File: config.mk
export PLATFORM = sky130hd
export DESIGN_NAME = pipelined_add_sub
export DESIGN_NICKNAME = d
export VERILOG_FILES = /design/src/rtl/add_pkg.sv /design/src/rtl/adder_chunk.sv /design/src/rtl/pipelined_add_sub.sv
export SDC_FILE = /design/constraint.sdc
export NUM_CORES = 1
export LEC_CHECK = 0
export BUFFER_PORTS_ARGS = -buffer_cell sky130_fd_sc_hd__buf_2
export CORE_MARGIN = 10
export CORE_UTILIZATION = 45
export CTS_CLUSTER_DIAMETER = 60
export DETAILED_ROUTE_END_ITERATION = 7
export HOLD_SLACK_MARGIN = 0.1
export PLACE_DENSITY = 0.73
export RECOVER_POWER = 100
export SYNTH_ARGS = -nofsm -noshare
export SYNTH_HDL_FRONTEND = slang
export SYNTH_SLANG_ARGS = --single-unit
File: constraint.sdc
create_clock -name clk -period 1.8 [get_ports clk]
set_input_delay 0.09 -clock clk [delete_from_list [all_inputs] [get_ports clk]]
set_output_delay 0.09 -clock clk [all_outputs]
set_load 0.01 [all_outputs]
File: src/rtl/add_pkg.sv
// Shared definitions for the pipelined adder/subtractor: opcode encodings
// and the two's-complement overflow expression.
package add_pkg;

   localparam logic OP_ADD = 1'b0;
   localparam logic OP_SUB = 1'b1;

   // Signed overflow: operands agree in sign but the result sign differs.
   function automatic logic signed_ovf(input logic a_msb,
                                       input logic bx_msb,
                                       input logic sum_msb);
      return (a_msb == bx_msb) && (sum_msb != a_msb);
   endfunction

endpackage

File: src/rtl/adder_chunk.sv
// Combinational CHUNK-bit adder slice; one per pipeline stage.
module adder_chunk #(
   parameter int CHUNK = 4
) (
   input  logic [CHUNK-1:0] a,
   input  logic [CHUNK-1:0] b,
   input  logic             cin,
   output logic [CHUNK-1:0] sum,
   output logic             cout
);

   assign {cout, sum} = {1'b0, a} + {1'b0, b} + {{CHUNK{1'b0}}, cin};

endmodule

File: src/rtl/pipelined_add_sub.sv
// WIDTH-bit adder/subtractor with the carry chain cut into STAGES registered
// chunks. Operand chunks not yet consumed are skewed forward with the beat and
// finished sum chunks ride along, so every stage holds a complete beat.
// One global enable stalls the whole pipe when the output is blocked.
module pipelined_add_sub
   import add_pkg::*;
#(
   parameter int WIDTH  = 16,
   parameter int STAGES = 4
) (
   input  logic             clk,
   input  logic             rst_n,
   input  logic             in_valid,
   output logic             in_ready,
   input  logic [WIDTH-1:0] a,
   input  logic [WIDTH-1:0] b,
   input  logic             sub,
   input  logic             cin,
   output logic             out_valid,
   input  logic             out_ready,
   output logic [WIDTH-1:0] sum,
   output logic             cout,
   output logic             ovf
);

   localparam int CHUNK = WIDTH / STAGES;
   localparam int MSB   = WIDTH - 1;
   localparam int LAST  = STAGES - 1;

   logic             w_en;
   logic [WIDTH-1:0] w_bx;
   logic             w_c0;

   // Per-stage registered beat: valid, skewed operands, partial sum, carry.
   logic             r_vld [STAGES];
   logic [WIDTH-1:0] r_a   [STAGES];
   logic [WIDTH-1:0] r_bx  [STAGES];
   logic [WIDTH-1:0] r_sum [STAGES];
   logic             r_c   [STAGES];

   // Whole pipe moves together; it only stops when a result is waiting.
   assign w_en     = !out_valid || out_ready;
   assign in_ready = w_en;

   // Subtract is a + ~b + ~cin, so borrow-in becomes an inverted carry-in.
   assign w_bx = (sub == OP_ADD) ? b : ~b;
   assign w_c0 = (sub == OP_SUB) ? ~cin : cin;

   for (genvar k = 0; k < STAGES; k++) begin : g_stage
      logic [WIDTH-1:0] w_a_in;
      logic [WIDTH-1:0] w_bx_in;
      logic [WIDTH-1:0] w_sum_in;
      logic             w_c_in;
      logic             w_v_in;
      logic [CHUNK-1:0] w_chunk_sum;
      logic             w_chunk_cout;
      logic [WIDTH-1:0] w_sum_nxt;

      if (k == 0) begin : g_first
         assign w_a_in   = a;
         assign w_bx_in  = w_bx;
         assign w_sum_in = '0;
         assign w_c_in   = w_c0;
         assign w_v_in   = in_valid;
      end else begin : g_rest
         assign w_a_in   = r_a[k-1];
         assign w_bx_in  = r_bx[k-1];
         assign w_sum_in = r_sum[k-1];
         assign w_c_in   = r_c[k-1];
         assign w_v_in   = r_vld[k-1];
      end

      adder_chunk #(.CHUNK(CHUNK)) u_chunk (
         .a    (w_a_in[k*CHUNK +: CHUNK]),
         .b    (w_bx_in[k*CHUNK +: CHUNK]),
         .cin  (w_c_in),
         .sum  (w_chunk_sum),
         .cout (w_chunk_cout)
      );

      // Drop this stage's chunk result into its slot of the travelling sum.
      always_comb begin
         w_sum_nxt = w_sum_in;
         w_sum_nxt[k*CHUNK +: CHUNK] = w_chunk_sum;
      end

      // Stage register: advances only with the global enable.
      always_ff @(posedge clk or negedge rst_n) begin
         if (!rst_n) begin
            r_vld[k] <= 1'b0;
            r_a[k]   <= '0;
            r_bx[k]  <= '0;
            r_sum[k] <= '0;
            r_c[k]   <= 1'b0;
         end else if (w_en) begin
            r_vld[k] <= w_v_in;
            r_a[k]   <= w_a_in;
            r_bx[k]  <= w_bx_in;
            r_sum[k] <= w_sum_nxt;
            r_c[k]   <= w_chunk_cout;
         end
      end
   end

   assign out_valid = r_vld[LAST];
   assign sum       = r_sum[LAST];
   assign cout      = r_c[LAST];
   assign ovf       = signed_ovf(r_a[LAST][MSB], r_bx[LAST][MSB], r_sum[LAST][MSB]);

endmodule

==> flow_summary.json, run 1 <==
{
  "setup_slack_ns": 0.1121,
  "slew-limit-headroom_pct": 30.69,
  "clkSinkCount": 98,
  "reg2reg_slack_ns": 0.11,
  "die_w_microns": 118.5,
  "start_kind": "flip-flop",
  "grt_pass1_vias": 3216,
  "placed_area_sq_um": 4748,
  "tritoncts": "built",
  "clk-insertion-delay-late_ns": 0.36,
  "avgSynthCellArea_sq_um": 9.431,
  "timing.fmax_ghz": 0.5924,
  "yosysWarnings": 0,
  "clock_skew_ns": 0.01331,
  "core_area_sq_um": 9328,
  "synth_top_area_share_pct": 56.16,
  "synth-async-reset-ratio_pct": 100.0,
  "avgRoutedWirePerCell_microns": 12.13,
  "num_io_pins": 58,
  "overflow": 0,
  "chipHeight_microns": 118.5,
  "synth_top_family_by_area": "simple AND/OR/NAND/NOR gates",
  "drive_gt1_share_pct": 11.68,
  "pwr-share-comb_pct": 35.5,
  "internal_power_mw": 4.935,
  "cts_buffers": 9,
  "synth_edf_count": 0,
  "yosysTopAreaCell": "dfrtp_1",
  "initial_core_util_pct": 46.81,
  "numPlacedInstances": 634,
  "synthXorXnorAreaFrac_pct": 4.413,
  "timing.rr.end": "cout",
  "critical_path_class": "reg -> reg",
  "crit_path_end_kind": "flip-flop",
  "hp-class": "in -> reg",
  "wl_microns": 8226,
  "netlist_instances": 463,
  "fillCellCount": 832,
  "dr.first_iter.drc_count": 178,
  "r2r_start": "g_stage[3].w_c_in",
  "htreeDepth": 3,
  "clockPowerShare_pct": 17.3,
  "fin_crit_ns": 1.688,
  "worstPathMaxFanout": 2,
  "ant_nets": 0,
  "synthToLayoutAreaGrowth_pct": 18.57,
  "postCtsSetupRepairBufs": 0,
  "endpoint": "cout",
  "cap_violations": 0,
  "fin_cells": 678,
  "drc": 0,
  "outcome": "finished, final reports clean",
  "vdd.ir_drop.worst_mv": 0.8227,
  "grt_pass1_wl_microns": 14520,
  "synth.distinct_cells": 22,
  "finalSetupViolations": 0,
  "cts-root-buf": "clkbuf_8",
  "dp_hpwl_microns": 5715,
  "gp_congestion": 0.7483,
  "rsz0062_at_grt": "no",
  "die_area_sq_um": 14040,
  "leakagePower_nw": 2.639,
  "synth-seq-area-share_pct": 56.16,
  "clk_path_buf_depth": 2,
  "synth-seq-cells": 98,
  "grt_start_max_net_pins": 76,
  "synth-compound-area-share_pct": 5.960,
  "vias": 3115,
  "dr.pass1.iters": 5,
  "synth_area_sq_um": 4367,
  "fin_tns_setup_ns": 0,
  "synth-simple-area-share_pct": 21.29,
  "max_slew.worst_pin.slew_ns": 1.040,
  "p_sw_mw": 2.974,
  "via_per_inst": 4.594,
  "grt_antenna_before_repair": 1,
  "synth_mux_area_share_pct": 0,
  "maxSlewViolCount": 0,
  "numPortBuffers": 57,
  "fp-row-count": 35,
  "fin_crit_sh_pct": 93.77,
  "hold_viol": 0,
  "stdcell_area_sq_um": 5177,
  "cp.required_ns": 2.05,
  "synth_fa_ha_area_share_pct": 7.106,
  "synth_area_leaders": "dfrtp_1 56%, nand2_1 19%, fa_1 3.7%, ha_1 3.4%, xnor2_1 3.0%",
  "clk_pin_slew_ns": 0.10,
  "r2r_cells": 5,
  "final_nets": 601,
  "seq_power_share_pct": 47.3,
  "place_ws_ns": -0.02140,
  "sw_frac_of_total_pct": 37.60,
  "synth_commonest_cells": "226 x nand2_1, 98 x dfrtp_1, 21 x o21ai_0",
  "pwr_density_cell_nw_per_um2": 1528,
  "cp.arrival_ns": 1.93,
  "yosys.cell_count.top_type": "nand2_1",
  "synth_fp_nets": 521,
  "grtUsageTotal_pct": 12.24,
  "synthFlopType": "dfrtp_1",
  "crit_start": "g_stage[3].w_c_in"
}
-- worst max-delay path, cell delays in order (launching register included) --
cell and delay (ns):
dfrtp_1 0.41, fa_2 0.42, fa_2 0.36, a21o_1 0.18, a21oi_1 0.13, a21oi_1 0.08
-- layout by cell type, fill, tap and decap left out --
cell,count
buf_12,4
nor2b_1,3
buf_4,1
o21ai_1,2
o21ai_0,25
nand2b_1,1
clkbuf_2,4
a21oi_1,12
fa_2,2
clkinv_4,2
o31ai_1,1
dlygate4sd3_1,27
ha_1,12
a21o_1,5
inv_1,10
diode_2,1
xnor2_1,15
inv_8,1
nand2_1,226
xor2_1,7
nor3_1,1
nor2_1,10
o21a_1,2
inv_6,3
inv_4,1
clkbuf_8,10
nor2b_4,1
dfrtp_1,98
fa_1,6
buf_2,35
clkbuf_1,21
-- layer usage --
metal	share of wire (%)	global-route usage, %
met1	49	15.49
met2	45	19.02
met3	3.3	2.713
met4	2.3	6.870
met5	0	0
-- what timing repair did --
action,in CTS,in global routing
hold buffers,27,0
gates resized for setup,1,1
pin swaps,0,0
hold endpoints to repair,67,0
endpoints found under the setup margin,1,1
-- layout make-up --
| cell class | count | area, sq um | share of cell area [%] |
|---|---|---|---|
| Multi-Input combinational cell | 331 | 1693 | 32.70 |
| Timing Repair Buffer | 92 | 631.9 | 12.20 |
| Tap cell | 129 | 161.4 | 3.117 |
| Sequential cell | 98 | 2452 | 47.37 |
| Inverter | 11 | 43.79 | 0.8458 |
| Antenna cell | 1 | 2.502 | 0.04833 |
| Clock inverter | 6 | 55.05 | 1.063 |
| Clock buffer | 10 | 137.6 | 2.658 |
-- logic make-up after synthesis --
family	Yosys count
compound gates	47
xor+xnor	22
fa+ha+maj	20
buf+inv	34
flops	98
simple gates	242
-- worst min-delay path by stage --
| stage | cells past startpoint | from | endpoint | slack, ns |
|---|---|---|---|---|
| floorplan | 0 | rst_n | cout | -0.21 |
| global placement | 1 | rst_n | g_stage[1].w_bx_in[4] | 0.11 |
| CTS | 4 | a[1] | g_stage[1].w_sum_in[1] | 0.11 |
| detailed placement | 1 | rst_n | g_stage[1].w_a_in[5] | 0.11 |
| global route | 4 | a[1] | g_stage[1].w_sum_in[1] | 0.15 |
| finish | 4 | a[1] | g_stage[1].w_sum_in[1] | 0.12 |
-- state kept, by name, summed over array words and instances (netlist names) --
name	count
sum	16
g_stage.w_c_in	3
cout	1
out_valid	1
r_a	1
g_stage.w_v_in	3
g_stage.w_sum_in	24
g_stage.w_bx_in	24
r_bx	1
g_stage.w_a_in	24
-- per-stage QoR --
step,utilization (%),total power [mW],hold WS (ns)
finish,55.51,7.909,0.1222
global route,55.51,8.652,0.1459
CTS,55.90,8.093,0.1082
detailed placement,50.91,6.666,0.1107
global placement,50.91,6.492,0.1134
floorplan,-,5.830,-0.2056
-- power by group through the flow --
stage | logic (mW) | clock network [mW] | registers, mW
3_5_place_dp | 2.89 | 0 | 3.78
2_1_floorplan | 2.07 | 0 | 3.76
4_1_cts | 2.94 | 1.42 | 3.74
3_3_place_gp | 2.76 | 0 | 3.73
6_report | 2.81 | 1.36 | 3.74
5_1_grt | 3.28 | 1.50 | 3.88
(Power assumes the default switching activity.)
==> run 2, diff against run 1 <==
--- a/config.mk
+++ b/config.mk
@@ -6,7 +6,7 @@
 export NUM_CORES = 1
 export LEC_CHECK = 0
 export BUFFER_PORTS_ARGS = -buffer_cell sky130_fd_sc_hd__buf_2
-export CORE_MARGIN = 10
+export CORE_MARGIN = 3
 export CORE_UTILIZATION = 45
 export CTS_CLUSTER_DIAMETER = 60
 export DETAILED_ROUTE_END_ITERATION = 7
@@ -15,4 +15,5 @@
 export RECOVER_POWER = 100
 export SYNTH_ARGS = -nofsm -noshare
 export SYNTH_HDL_FRONTEND = slang
+export SYNTH_HIERARCHICAL = 1
 export SYNTH_SLANG_ARGS = --single-unit
==> run 2 against run 1 <==
Compared with the run above:
- combinational power rose by 16%
- core utilization fell by 1.2 points
- sequential power grew 1%
- register-to-register slack worse by 0.03 ns
- sequential cell count unchanged
- critical path depth increased by 2
- non-clock buffer count fell by 15
- area after synthesis increased by 1.3%
- worst hold slack got worse by 0.0047 ns
- sequential share of layout area rose by 0.64 points
- largest cell class unchanged
==> flow_summary.json, run 2 <==
{
  "vias": 2371,
  "setup_slack_ns": 0.08699,
  "fin_crit_sh_pct": 95.17,
  "yosys.cell_count.top_type": "dfrtp_1",
  "outcome": "finished, final reports clean",
  "grt_pass1_wl_microns": 12490,
  "synth_commonest_cells": "98 x dfrtp_1, 89 x mux2_2, 17 x xor2_1",
  "grt_pass1_vias": 2560,
  "max_slew.worst_pin.slew_ns": 0.8153,
  "utilization_pct": 54.26,
  "avgRoutedWirePerCell_microns": 14.02,
  "chipHeight_microns": 105.1,
  "core_area_sq_um": 9415,
  "die_w_microns": 105.1,
  "stdcell_area_sq_um": 5109,
  "final_nets": 427,
  "yosysWarnings": 6,
  "yosysTopAreaCell": "dfrtp_1",
  "slew-limit-headroom_pct": 45.65,
  "critical_path_class": "reg -> reg",
  "clkSinkCount": 98,
  "synth.distinct_cells": 19,
  "ant_nets": 0,
  "rsz0062_at_grt": "yes",
  "cts_buffers": 9,
  "clock_skew_ns": 0.01076,
  "dr.pass1.iters": 4,
  "synth-seq-area-share_pct": 55.46,
  "vdd.ir_drop.worst_mv": 0.6488,
  "clk_path_buf_depth": 2,
  "numPortBuffers": 57,
  "htreeDepth": 3,
  "diodes": 0,
  "fin_crit_ns": 1.713,
  "grt_start_max_net_pins": 46,
  "initial_core_util_pct": 46.96,
  "layout_common_cells": "98 x dfrtp_1, 89 x mux2_2, 37 x buf_2, 21 x clkbuf_1, 17 x xor2_1",
  "synthFlopType": "dfrtp_1",
  "die_area_sq_um": 11050,
  "pwr_density_cell_nw_per_um2": 1612,
  "clk_pin_slew_ns": 0.09,
  "netlist_instances": 294,
  "dp_hpwl_microns": 5020,
  "cts-root-buf": "clkbuf_8",
  "synth_top_area_share_pct": 55.46,
  "drc": 0,
  "leakagePower_nw": 2.287,
  "crit_path_end_kind": "flip-flop",
  "synth-seq-cells": 98,
  "cp.arrival_ns": 1.94,
  "synth_fp_nets": 352,
  "synth_area_leaders": "dfrtp_1 55%, mux2_2 23%, fa_1 3.6%, ha_1 3.4%, xor2_1 3.4%",
  "overflow": 0,
  "drive_gt1_share_pct": 43.16,
  "placed_area_sq_um": 4872,
  "hold_viol": 0,
  "avgSynthCellArea_sq_um": 15.04,
  "cap_violations": 0,
  "synth_area_sq_um": 4422,
  "via_per_inst": 4.723,
  "timing.fmax_ghz": 0.5838,
  "finalSetupViolations": 0,
  "num_io_pins": 58,
  "dr.first_iter.drc_count": 77,
  "fp-row-count": 35,
  "synth-async-reset-ratio_pct": 100.0,
  "clk-insertion-delay-late_ns": 0.35,
  "synthToLayoutAreaGrowth_pct": 15.53,
  "power_mw": 8.236,
  "hp-class": "in -> reg",
  "gp_congestion": 0.7312,
  "place_ws_ns": 0.02856,
  "final_common_cell": "dfrtp_1",
  "tritoncts": "built",
  "start_kind": "flip-flop",
  "cp.required_ns": 2.03,
  "hold_slack_ns": 0.1175,
  "wl_microns": 7040,
  "grtUsageTotal_pct": 13.87,
  "worstPathMaxFanout": 2,
  "synth_edf_count": 0,
  "maxSlewViolCount": 0,
  "grt_antenna_before_repair": 0
}
## run 2: cell types whose count changed after synthesis, sizes merged, moves of 8 or more
cell,before,now
xor2,7,17
nand2,226,1
mux2,0,97
a21oi,12,4
o21ai,27,4
nor2,10,0
buf,22,13
## run 2: final timing paths
path | start | end | slack [ns] | cells past startpoint
worst max-delay path | g_stage[2].w_a_in[8] | g_stage[3].w_c_in | 0.09 | 7
worst min-delay path | b[14] | g_stage[1].w_bx_in[14] | 0.12 | 3
worst max register to register | g_stage[2].w_a_in[8] | g_stage[3].w_c_in | 0.09 | 7
worst min register to register | g_stage[3].w_v_in | out_valid | 0.47 | 1
max in group asynchronous | rst_n | g_stage[1].w_a_in[8] | 0.31 | 3
min in group asynchronous | rst_n | g_stage[1].w_bx_in[13] | 0.35 | 2
## run 2: through the flow
stage | setup TNS (ns) | instances
after floorplan | 0 | 294
after global placement | 0 | 473
after detailed placement | 0 | 473
after CTS | 0 | 502
after global routing | -0.03234 | 502
final | 0 | 502
## run 2: per-layer routing
| layer | vias up | share of wire, % | global-route usage [%] |
|---|---|---|---|
| li1 | 1147 | - | - |
| met5 | - | 0 | 0 |
| met2 | 34 | 47 | 21.49 |
| met4 | 0 | 1.6 | 5.061 |
| met1 | 1182 | 49 | 19.38 |
| met3 | 8 | 3.3 | 2.841 |
## run 2: final cells by class
type                       instances  area [sq um]
inverter                          16         60.06
fill                             793          4307
sequential                        98          2452
clock buffer                      11         131.4
timing repair buffer              77         456.7
clock inverter                     4         28.78
tap                              129         161.4
multi-input combinational        167          1818
## run 2: worst max-delay path, stage by stage, from the launching register on
cell and delay, ns:
dfrtp_1 0.41, fa_2 0.41, inv_2 0.07, fa_2 0.21
nor2b_1 0.04, o21ai_0 0.13, nand2b_1 0.07, mux2_2 0.26
## run 2: cells by family (layout without fill, tap and decap cells)
kind of cell | Yosys count | in the layout | synth area share (%)
muxes | 97 | 97 | 25.38
adders and majority gates | 20 | 20 | 7.017
and+or+nand+nor | 12 | 12 | 1.811
DFF | 98 | 98 | 55.46
xor gates and xnor gates | 25 | 25 | 4.952
buffers and inverters | 29 | 108 | 3.311
AOI/OAI and AO/OA | 13 | 13 | 2.066
## run 2: where the power goes
group | switching, mW | total, mW | internal [mW]
logic | 1.36 | 3.25 | 1.89
clock network | 0.710 | 1.21 | 0.499
registers | 0.570 | 3.78 | 3.21
total | 2.64 | 8.24 | 5.59
## run 2: what timing repair did
item                                    CTS  global route
resized for setup                         0             9
setup buffers                             0             0
hold buffers                             14             0
endpoints found under the setup margin    0             3
endpoints found under the hold margin    79             0
==> run 3, diff against run 2 <==
--- a/config.mk
+++ b/config.mk
@@ -5,6 +5,7 @@
 export SDC_FILE = /design/constraint.sdc
 export NUM_CORES = 1
 export LEC_CHECK = 0
+export ABC_AREA = 1
 export BUFFER_PORTS_ARGS = -buffer_cell sky130_fd_sc_hd__buf_2
 export CORE_MARGIN = 3
 export CORE_UTILIZATION = 45
==> constraint.sdc (replaced) <==
create_clock -name clk -period 1.5 [get_ports clk]
set_input_delay 0.075 -clock clk [delete_from_list [all_inputs] [get_ports clk]]
set_output_delay 0.075 -clock clk [all_outputs]
set_load 0.01 [all_outputs]
==> run 3 against run 2 <==
Compared with the run above:
- the run now ends with negative setup slack left
- sequential cell count stayed put
- combinational power grew 24%
- largest cell class unchanged
- total power grew 27%
- sequential power increased by 17%
- clock skew is 0.0021 ns lower
- synthesized cell count up 86%
- worst hold slack better by 0.0099 ns
- global-route usage rose by 2.8 points
- die area increased by 5.0%
- critical path type unchanged
- sequential share of layout area is 3.3 points lower
- maximum frequency increased by 9.8%
==> flow_summary.json, run 3 <==
{
  "outcome": "complete, but fails checks",
  "violations": "negative setup slack",
  "synth.distinct_cells": 19,
  "rsz0062_at_grt": "yes",
  "tritoncts": "built",
  "critPathBufInv": 2,
  "power_mw": 10.49,
  "numPlacedInstances": 721,
  "fin_tns_setup_ns": -0.07346,
  "clock_skew_ns": 0.008665,
  "cts-root-buf": "clkbuf_8",
  "hold_viol": 0,
  "diodes": 0,
  "yosys.cell_count.top_type": "nand2_1",
  "cp_cell_sequence": "fa_2 -> inv_2 -> fa_2 -> inv_2 -> nand2_1 -> nand2_1",
  "dr.pass1.iters": 5,
  "synth_fp_nets": 604,
  "numPortBuffers": 57,
  "synthXorXnorAreaFrac_pct": 1.692,
  "timing.fmax_ghz": 0.6411,
  "r2r_start": "g_stage[1].w_a_in[4]",
  "synth_fa_ha_area_share_pct": 6.661,
  "fin_crit_sh_pct": 104.0,
  "synth-seq-cells": 98,
  "whs_path_depth": 4,
  "die_w_microns": 107.7,
  "clk_path_buf_depth": 2,
  "fin_cells": 765,
  "synth_mux_area_share_pct": 0,
  "cp.required_ns": 1.80,
  "slowest_stage": "fa_2",
  "yosysWarnings": 6,
  "htreeDepth": 3,
  "finalSetupViolations": 3,
  "crit_path_end_kind": "flip-flop",
  "num_io_pins": 58,
  "gp_congestion": 0.7849,
  "core_area_sq_um": 9910,
  "initial_core_util_pct": 47.01,
  "overflow": 0,
  "yosysTopAreaCell": "dfrtp_1",
  "slew-limit-headroom_pct": 48.67,
  "hp-class": "in -> reg",
  "drive_gt1_share_pct": 12.66,
  "synth-compound-area-share_pct": 6.339,
  "synth_area_leaders": "dfrtp_1 53%, nand2_1 19%, inv_1 5.4%, o21ai_0 5.0%, buf_6 3.9%",
  "synth-seq-area-share_pct": 52.65,
  "critical_path_class": "reg -> reg",
  "utilization_pct": 55.40,
  "cap_violations": 0,
  "cpLargestDelayFamily": "adder cells",
  "synth_top_area_share_pct": 52.65,
  "cp.arrival_ns": 1.86,
  "start_kind": "flip-flop",
  "via_per_inst": 4.506,
  "avgRoutedWirePerCell_microns": 11.15,
  "dp_hpwl_microns": 5910,
  "vias": 3447,
  "worstPathMaxFanout": 3,
  "synth_top_family_by_area": "simple AND/OR/NAND/NOR gates",
  "wl_microns": 8527,
  "setup_slack_ns": -0.05977,
  "synth_edf_count": 0,
  "leakagePower_nw": 2.907,
  "grtUsageTotal_pct": 16.72,
  "grt_antenna_before_repair": 0,
  "clkSinkCount": 98,
  "hold_end": "g_stage[1].w_sum_in[0]",
  "max_slew.worst_pin.slew_ns": 0.7699,
  "vdd.ir_drop.worst_mv": 0.8585,
  "pwr_density_cell_nw_per_um2": 1910,
  "hold_slack_ns": 0.1273,
  "ant_nets": 0,
  "reg2reg_slack_ns": -0.06,
  "synthFlopType": "dfrtp_1",
  "grt_pass1_wl_microns": 15750,
  "layout_common_cells": "234 x nand2_1, 98 x dfrtp_1, 61 x inv_1, 45 x o21ai_0, 37 x buf_2",
  "chipHeight_microns": 107.7,
  "r2r_cells": 6,
  "worstHoldStart": "a[0]",
  "timing.rr.end": "g_stage[2].w_sum_in[5]",
  "final_nets": 685,
  "drc": 0,
  "cpPeakStageDelay_ns": 0.43,
  "cts_buffers": 9,
  "grt_pass1_vias": 3647,
  "fin_crit_ns": 1.560,
  "final_common_cell": "nand2_1",
  "clk_pin_slew_ns": 0.09,
  "synth_commonest_cells": "234 x nand2_1, 98 x dfrtp_1, 67 x inv_1",
  "maxSlewViolCount": 0,
  "grt_start_max_net_pins": 95,
  "synth-simple-area-share_pct": 22.37,
  "die_area_sq_um": 11610,
  "dr.first_iter.drc_count": 162,
  "netlist_instances": 546,
  "synth_area_sq_um": 4658,
  "avgSynthCellArea_sq_um": 8.532,
  "clk-insertion-delay-late_ns": 0.36,
  "synthToLayoutAreaGrowth_pct": 17.86,
  "synth-async-reset-ratio_pct": 100.0,
  "fp-row-count": 36
}
run 3: cell types whose count changed after synthesis, sizes merged, moves of 7 or more:
cell,previous run,this run
nand2b,7,0
xor2,17,5
inv,16,69
nand2,1,235
nand3,0,24
mux2,97,0
o21ai,4,51
buf,13,22
nor2,0,8
run 3: layout make-up:
class | count | area, sq um
Clock buffer | 9 | 123.9
Clock inverter | 7 | 126.4
Fill cell | 920 | 4419
Inverter | 69 | 259.0
Multi-Input combinational cell | 355 | 1742
Sequential cell | 98 | 2452
Tap cell | 133 | 166.4
Timing Repair Buffer | 94 | 620.6
run 3: power by group:
| part | internal, mW | switching (mW) |
|---|---|---|
| clock | 1.12 | 0.910 |
| combinational | 1.64 | 2.38 |
| sequential | 3.80 | 0.630 |
| total | 6.57 | 3.92 |
run 3: worst max path at each step:
stage	endpoint	cells after the start	from
after floorplan	g_stage[1].w_sum_in[1]	9	sub
after global placement	g_stage[3].w_sum_in[9]	6	g_stage[2].w_a_in[8]
after detailed placement	g_stage[2].w_sum_in[5]	6	g_stage[1].w_a_in[4]
after CTS	g_stage[2].w_sum_in[5]	6	g_stage[1].w_c_in
after global routing	g_stage[3].w_sum_in[9]	6	g_stage[2].w_c_in
final	g_stage[2].w_sum_in[5]	6	g_stage[1].w_a_in[4]
run 3: worst reg2reg max path: stages (launching register included):
cell	delay, ns
dfrtp_1	0.42
fa_2	0.42
inv_2	0.07
fa_2	0.43
inv_2	0.05
nand2_1	0.04
nand2_1	0.07
run 3: logic make-up (layout without fill, tap and decap cells):
logic type	count (synthesis)	count (layout)
DFF	98	98
adders and majority gates	20	20
AOI/OAI and AO/OA	59	59
xor gates and xnor gates	9	9
buffers and inverters	93	179
and+or+nand+nor	267	267
run 3: metal layers:
layer	vias up	global-route usage (%)	part of all wire, %	wire length (microns)
met5	-	0	0	0
li1	1817	-	-	-
met1	1556	21.48	48	4079
met4	0	5.320	1.0	87
met3	8	3.239	3.6	303
met2	66	28.51	48	4056
run 3: repair_timing:
action | CTS | global route
pin swaps | 3 | 5
buffers inserted | 0 | 2
hold buffers | 26 | 0
hold endpoints to repair | 123 | 0
gates resized for setup | 3 | 8
setup endpoints to repair | 3 | 12
run 3: through the flow:
stage	worst slack, ns	area (sq um)
after global routing	-0.1214	5490
final	-0.05977	5490
after global placement	0.007836	5027
after floorplan	-0.02631	4693
after detailed placement	-0.03305	5027
after CTS	-0.04828	5538
